`config.mk`:
```
export PLATFORM = sky130hd
export DESIGN_NAME = door_step_prescaler
export DESIGN_NICKNAME = d
export VERILOG_FILES = /design/src/rtl/door_pkg.sv /design/src/rtl/door_step_prescaler.sv
export SDC_FILE = /design/constraint.sdc
export NUM_CORES = 1
export LEC_CHECK = 0
export ABC_AREA = 0
export CAP_MARGIN = 10
export CORE_AREA = 2 2 39 41
export DETAILED_ROUTE_END_ITERATION = 10
export DIE_AREA = 0 0 41 43
export PLACE_DENSITY = 0.31
export RECOVER_POWER = 50
export SLEW_MARGIN = 20
export SYNTH_ARGS = -nofsm -noshare
export SYNTH_HDL_FRONTEND = slang
export SYNTH_SLANG_ARGS = --single-unit
```
`constraint.sdc`:
```
create_clock -name clk -period 2.86 [get_ports clk]
set_input_delay 0.286 -clock clk [delete_from_list [all_inputs] [get_ports clk]]
set_output_delay 0.286 -clock clk [all_outputs]
set_load 0.01 [all_outputs]
```
`src/rtl/door_pkg.sv`:
```
// Shared definitions for the door plant model and the door controller.
// Pin indices fix the loopback wiring between the two in one place.
package door_pkg;

   typedef enum logic [2:0] {
      ST_CLOSED  = 3'd0,
      ST_OPENING = 3'd1,
      ST_OPEN    = 3'd2,
      ST_CLOSING = 3'd3,
      ST_STALL   = 3'd4,
      ST_FAULT   = 3'd5
   } plant_state_t;

   localparam int POS_W   = 5;

   localparam int MOTOR_W = 2;
   localparam int PIN_MA  = 0;
   localparam int PIN_MC  = 1;

   localparam int LIMIT_W = 2;
   localparam int PIN_LA  = 0;
   localparam int PIN_LC  = 1;

   function automatic int presc_width(input int div);
      return (div > 1) ? $clog2(div) : 1;
   endfunction

endpackage

```
`src/rtl/door_step_prescaler.sv`:
```
// Divides enabled run cycles down to one step pulse every STEP_DIV cycles.
// The pulse is combinational so the owner can act on it at the same edge.
module door_step_prescaler
   import door_pkg::*;
#(
   parameter int STEP_DIV = 4
) (
   input  logic clk,
   input  logic rst_n,
   input  logic ena,
   input  logic run,
   input  logic clr,
   output logic step
);

   localparam int            PW = presc_width(STEP_DIV);
   localparam logic [PW-1:0] TC = PW'(STEP_DIV - 1);

   logic [PW-1:0] r_cnt;
   logic          w_tc;

   assign w_tc = (r_cnt == TC);

   always_ff @(posedge clk or negedge rst_n) begin
      if (!rst_n) begin
         r_cnt <= '0;
      end else if (ena) begin
         if (clr) begin
            r_cnt <= '0;
         end else if (run) begin
            r_cnt <= w_tc ? '0 : r_cnt + PW'(1);
         end
      end
   end

   assign step = run & ~clr & w_tc;

endmodule

```
# After elaboration in Yosys (flattened, before gate mapping)
# Cells that the tools add are included.
[word_totals]
regBits = 2
inputBits = 5
output_inout_bits = 1
wordCells = 11
[classes]
addsub = 1
n_eq_ne = 1
n_mux = 3
bitwise = 3
reduce_logical = 2
[op_table]
columns = ["operator", "count"]
rows = [
  ["2-to-1 mux 2 bit", 3],
  ["adder 2 x 1 -> 2 bit, second input constant", 1],
  ["AND 1 bit", 2],
  ["== test 2 bit, second input constant", 1],
  ["AND reduction 2 bit", 1],
  ["nonzero test 2 bit", 1],
  ["NOT 1 bit", 1],
]

# Longest topological paths before layout
[depth]
depth_word = 4
ltp_mapped = 3
mapped_depth_nobuf = 3

# Worst setup path after synthesis
# Ideal clock, no wire load.
[synth_timing]
path_type = "reg2out"
from = "register r_cnt[0]"
to = "output step"
t_arrival_ns = 0.722
required_ns = 2.574
path_slack_ns = 1.852
path_stages_with_launch = 4
n_path_buf = 0
path_cell_list = "dfrtp_1 > ha_1 > nand2_1 > nor2_1"
[synth_between]
elab_chain_cells = 2
[synth_rtl]
columns = ["element", "line", "rtl"]
rows = [
  ["start: declaration", "door_step_prescaler.sv:19", "logic [PW-1:0] r_cnt;"],
  ["start signal: assignment", "door_step_prescaler.sv:31", "r_cnt <= w_tc ? '0 : r_cnt + PW'(1);"],
  ["== test 2 bit", "door_step_prescaler.sv:22", "assign w_tc = (r_cnt == TC);"],
  ["AND 1 bit", "door_step_prescaler.sv:36", "assign step = run & ~clr & w_tc;"],
  ["end: declaration", "door_step_prescaler.sv:13", "output logic step"],
]
# Every way passes these cells.

# Worst setup path in the final report
[layout_timing]
from = "input run"
to = "output step"
[layout_between]
elab_chain_cells = 2
[layout_rtl]
columns = ["element", "line", "rtl"]
rows = [
  ["start: declaration", "door_step_prescaler.sv:11", "input logic run,"],
  ["AND 1 bit (2 in a row)", "door_step_prescaler.sv:36", ""],
]
# Every way passes these cells.

==> impl_results.md <==
* # nets final at 29
* DIE WIDTH at slightly above 40 um
* Highest-delay cell along the critical path: clkdlybuf4s50_1
* Launch point of the worst reg-to-reg path: r_cnt[0]
* Via density at 3.35
* Met3 WL at 0 um
* Mapped Area at 138 um2
* Synth top area share at a little over a third
* Final period utilization at ~63%
* Drt wl/cell at approximately 7.4 um
* First-pass GRT wire length at roughly 490 um
* Top FF cell, synth: dfrtp_1
* Switching share of total power at between 20% and 30%
* DIE AREA at 1760 um2
* Number of setup buffers added after CTS at 0
* Synth-to-Final Area Change at 67.3%
* Starting density of the core at 9.95%
* Crit path cell chain: clkdlybuf4s50_1 > nand2_1 > nor2_1 > clkdlybuf4s50_1
* Layout cells sized above 1 at approximately a fifth
* Hold crit path type: in -> async
* Least-Margin Pin Slew at approximately 350 ps
* YS warnings at 0
* Worst setup slack after layout at 1060 ps
* Hold Buf Count CTS at 0
* Clock transition at path regs at about 30 ps
* Final slew viol count at 0
* Root Driver: clkbuf_4
* Pwr/cell area at approximately 530 nW/um2
* Largest register FFs at 2
* Relative slew slack at between 70% and 80%
* Largest cells by area after synthesis: dfrtp_1 36%, ha_1 9.1%, o211ai_2 9.1%
* Total wire length at roughly 270 um
* Die H at approximately 43 um
* I/O pin cnt at 6
* Highest clock rate at 556 MHz
* Clock power frac at between 40% and 50%
* Placement Setup Slack at between 1000 and 1500 ps
* Max-cap viol count at 0
* Placed cell count at 34
* Crit-path max FO at 5
* Worst Reg-to-Reg Cells at 3
* Sum Neg Setup Slack at 0 ps
* Run status: finished clean
* Reg power frac at about a third
* Clock buffer depth at 2
* Register area share after synthesis at 36.4%
* Post-synth net total at 19
* Psw at approximately 0.028 mW
* Biggest register: r_cnt
* RSZ-0062 raised after global routing: no
* Final GP Congestion at approximately 0.56
* Yosys top cell by area: dfrtp_1
* Post-CTS sizing at 0
* Crit Path Class: in -> out
* Worst Skew at about 1.8 ps
* Global route overflow at 0
* Req. time, crit path at roughly 2600 ps
* Cell with the most instances after synthesis: dfrtp_1
* P_leak at slightly above 0.09 nW
* Biggest regs: r_cnt x2
* Combinational share of power at 18.7%
* Final setup viols at 0
* Reg2Reg Capture Point: r_cnt[1]
* Post-synth EDFFs at 0
* Final Critical Period at approximately 1800 ps
* Synth async-reset ratio at 100%
* TritonCTS clock tree: built
* GRT Util Overall at under 10%
* CP most frequent cell: clkdlybuf4s50_1
* Mean post-synth cell area at ~11 um2
* Met2 WL at 188 um
* Final Hold Viols at 0
* Mapped Cells at 13
* WHS at between 200 and 300 ps
* Clock sinks at 2
* First DRT Iteration DRCs at 3
* # diodes at 0
* Top routing layer used: met2
* Internal power at between 0.09 and 0.1 mW
* DRT Pass-1 Iters at 2
* H-tree Lvls at 1
* Core Region at 1380 um2
* Rows at 14
* Largest net degree at the start of global routing at 6
* Routed via count at ~120
* Max VDD drop at 128 uV
* Metal-1 WL at between 80 and 90 um
* Non-Filler Instances at 37
* Slowest cell delay on critical path at 540 ps
* Vias in the first global route at about 140
* Antenna violations before repair at 0
* Critical path capture point type: output port
* Number of routed nets with antenna violations at 0
* Synthesis-stage register bit count at 2
* WP data arrival at 1510 ps
* Distinct cells, synth at 12
* Reg-to-reg slack, setup at between 1500 and 2000 ps
* DRC errors left at 0
* Total CTS buffers at 3
* # port buffers at 5
* Clock Latency Late Sink at between 200 and 250 ps
* Worst setup SP type: input pin
-- layout make-up --
type / instances / area (um2)
multi-input combinational: 10 / 83.8
fill: 159 / 1150
sequential: 2 / 50.0
timing repair buffer: 5 / 50.0
inverter: 1 / 3.75
clock buffer: 3 / 22.5
tap: 16 / 20.0
-- power by group through the flow --
stage	Combinational (mW)	Sequential [mW]	Clock, mW
finish	0.0226	0.0388	0.0599
global route	0.0260	0.0398	0.0630
CTS	0.0232	0.0391	0.0615
detailed placement	0.0230	0.0394	0
global placement	0.0231	0.0394	0
floorplan	0.0125	0.0379	0
-- worst max-delay path: cells and delay by family --
kind	cells	cell delay, ps
AND/OR/NAND/NOR	2	150
buffers and inverters	2	1080
-- cell families after synthesis --
kind of cell	after synthesis	synth area share (%)
adder cells (fa/ha/maj)	1	9.09
buffers and inverters	1	2.72
AO/OA/AOI/OAI	2	15.5
flip-flops	2	36.4
AND/OR/NAND/NOR	7	36.4
-- how the worst max path moves through the flow --
stage             start   end  slack (ps)
2_1_floorplan  r_cnt[0]  step        1850
3_3_place_gp        run  step        1050
3_5_place_dp        run  step        1060
4_1_cts             run  step        1060
5_1_grt             run  step        1000
6_report            run  step        1060
-- per-layer routing --
| layer | track usage [%] | vias to the layer above |
|---|---|---|
| li1 | - | 65 |
| met1 | 3.51 | 59 |
| met2 | 7.19 | 0 |
| met3 | 0 | 0 |
| met4 | 4.00 | 0 |
| met5 | 0 | - |
-- through the flow --
step                power (mW)  utilization [%]  area (um2)
detailed placement      0.0624             15.0         208
finish                   0.121             16.6         230
global route             0.129             16.6         230
global placement        0.0626             15.0         208
CTS                      0.124             16.6         230
floorplan               0.0504                -         138
-- cells in the final DEF (no fill, tap or decap), drive strengths merged --
| master | synthesis | final |
|---|---|---|
| dlygate4sd3 | 0 | 1 |
| ha | 1 | 1 |
| dfrtp | 2 | 2 |
| o211ai | 1 | 1 |
| inv | 1 | 1 |
| clkdlybuf4s50 | 0 | 4 |
| clkbuf | 0 | 3 |
| or2b | 1 | 1 |
| nand2b | 1 | 1 |
| nand4b | 1 | 1 |
| o311ai | 1 | 1 |
| nor2 | 1 | 1 |
| or3b | 1 | 1 |
| nand4bb | 1 | 1 |
| nand2 | 1 | 1 |
No activity file was read; power rests on OpenSTA's default activity.
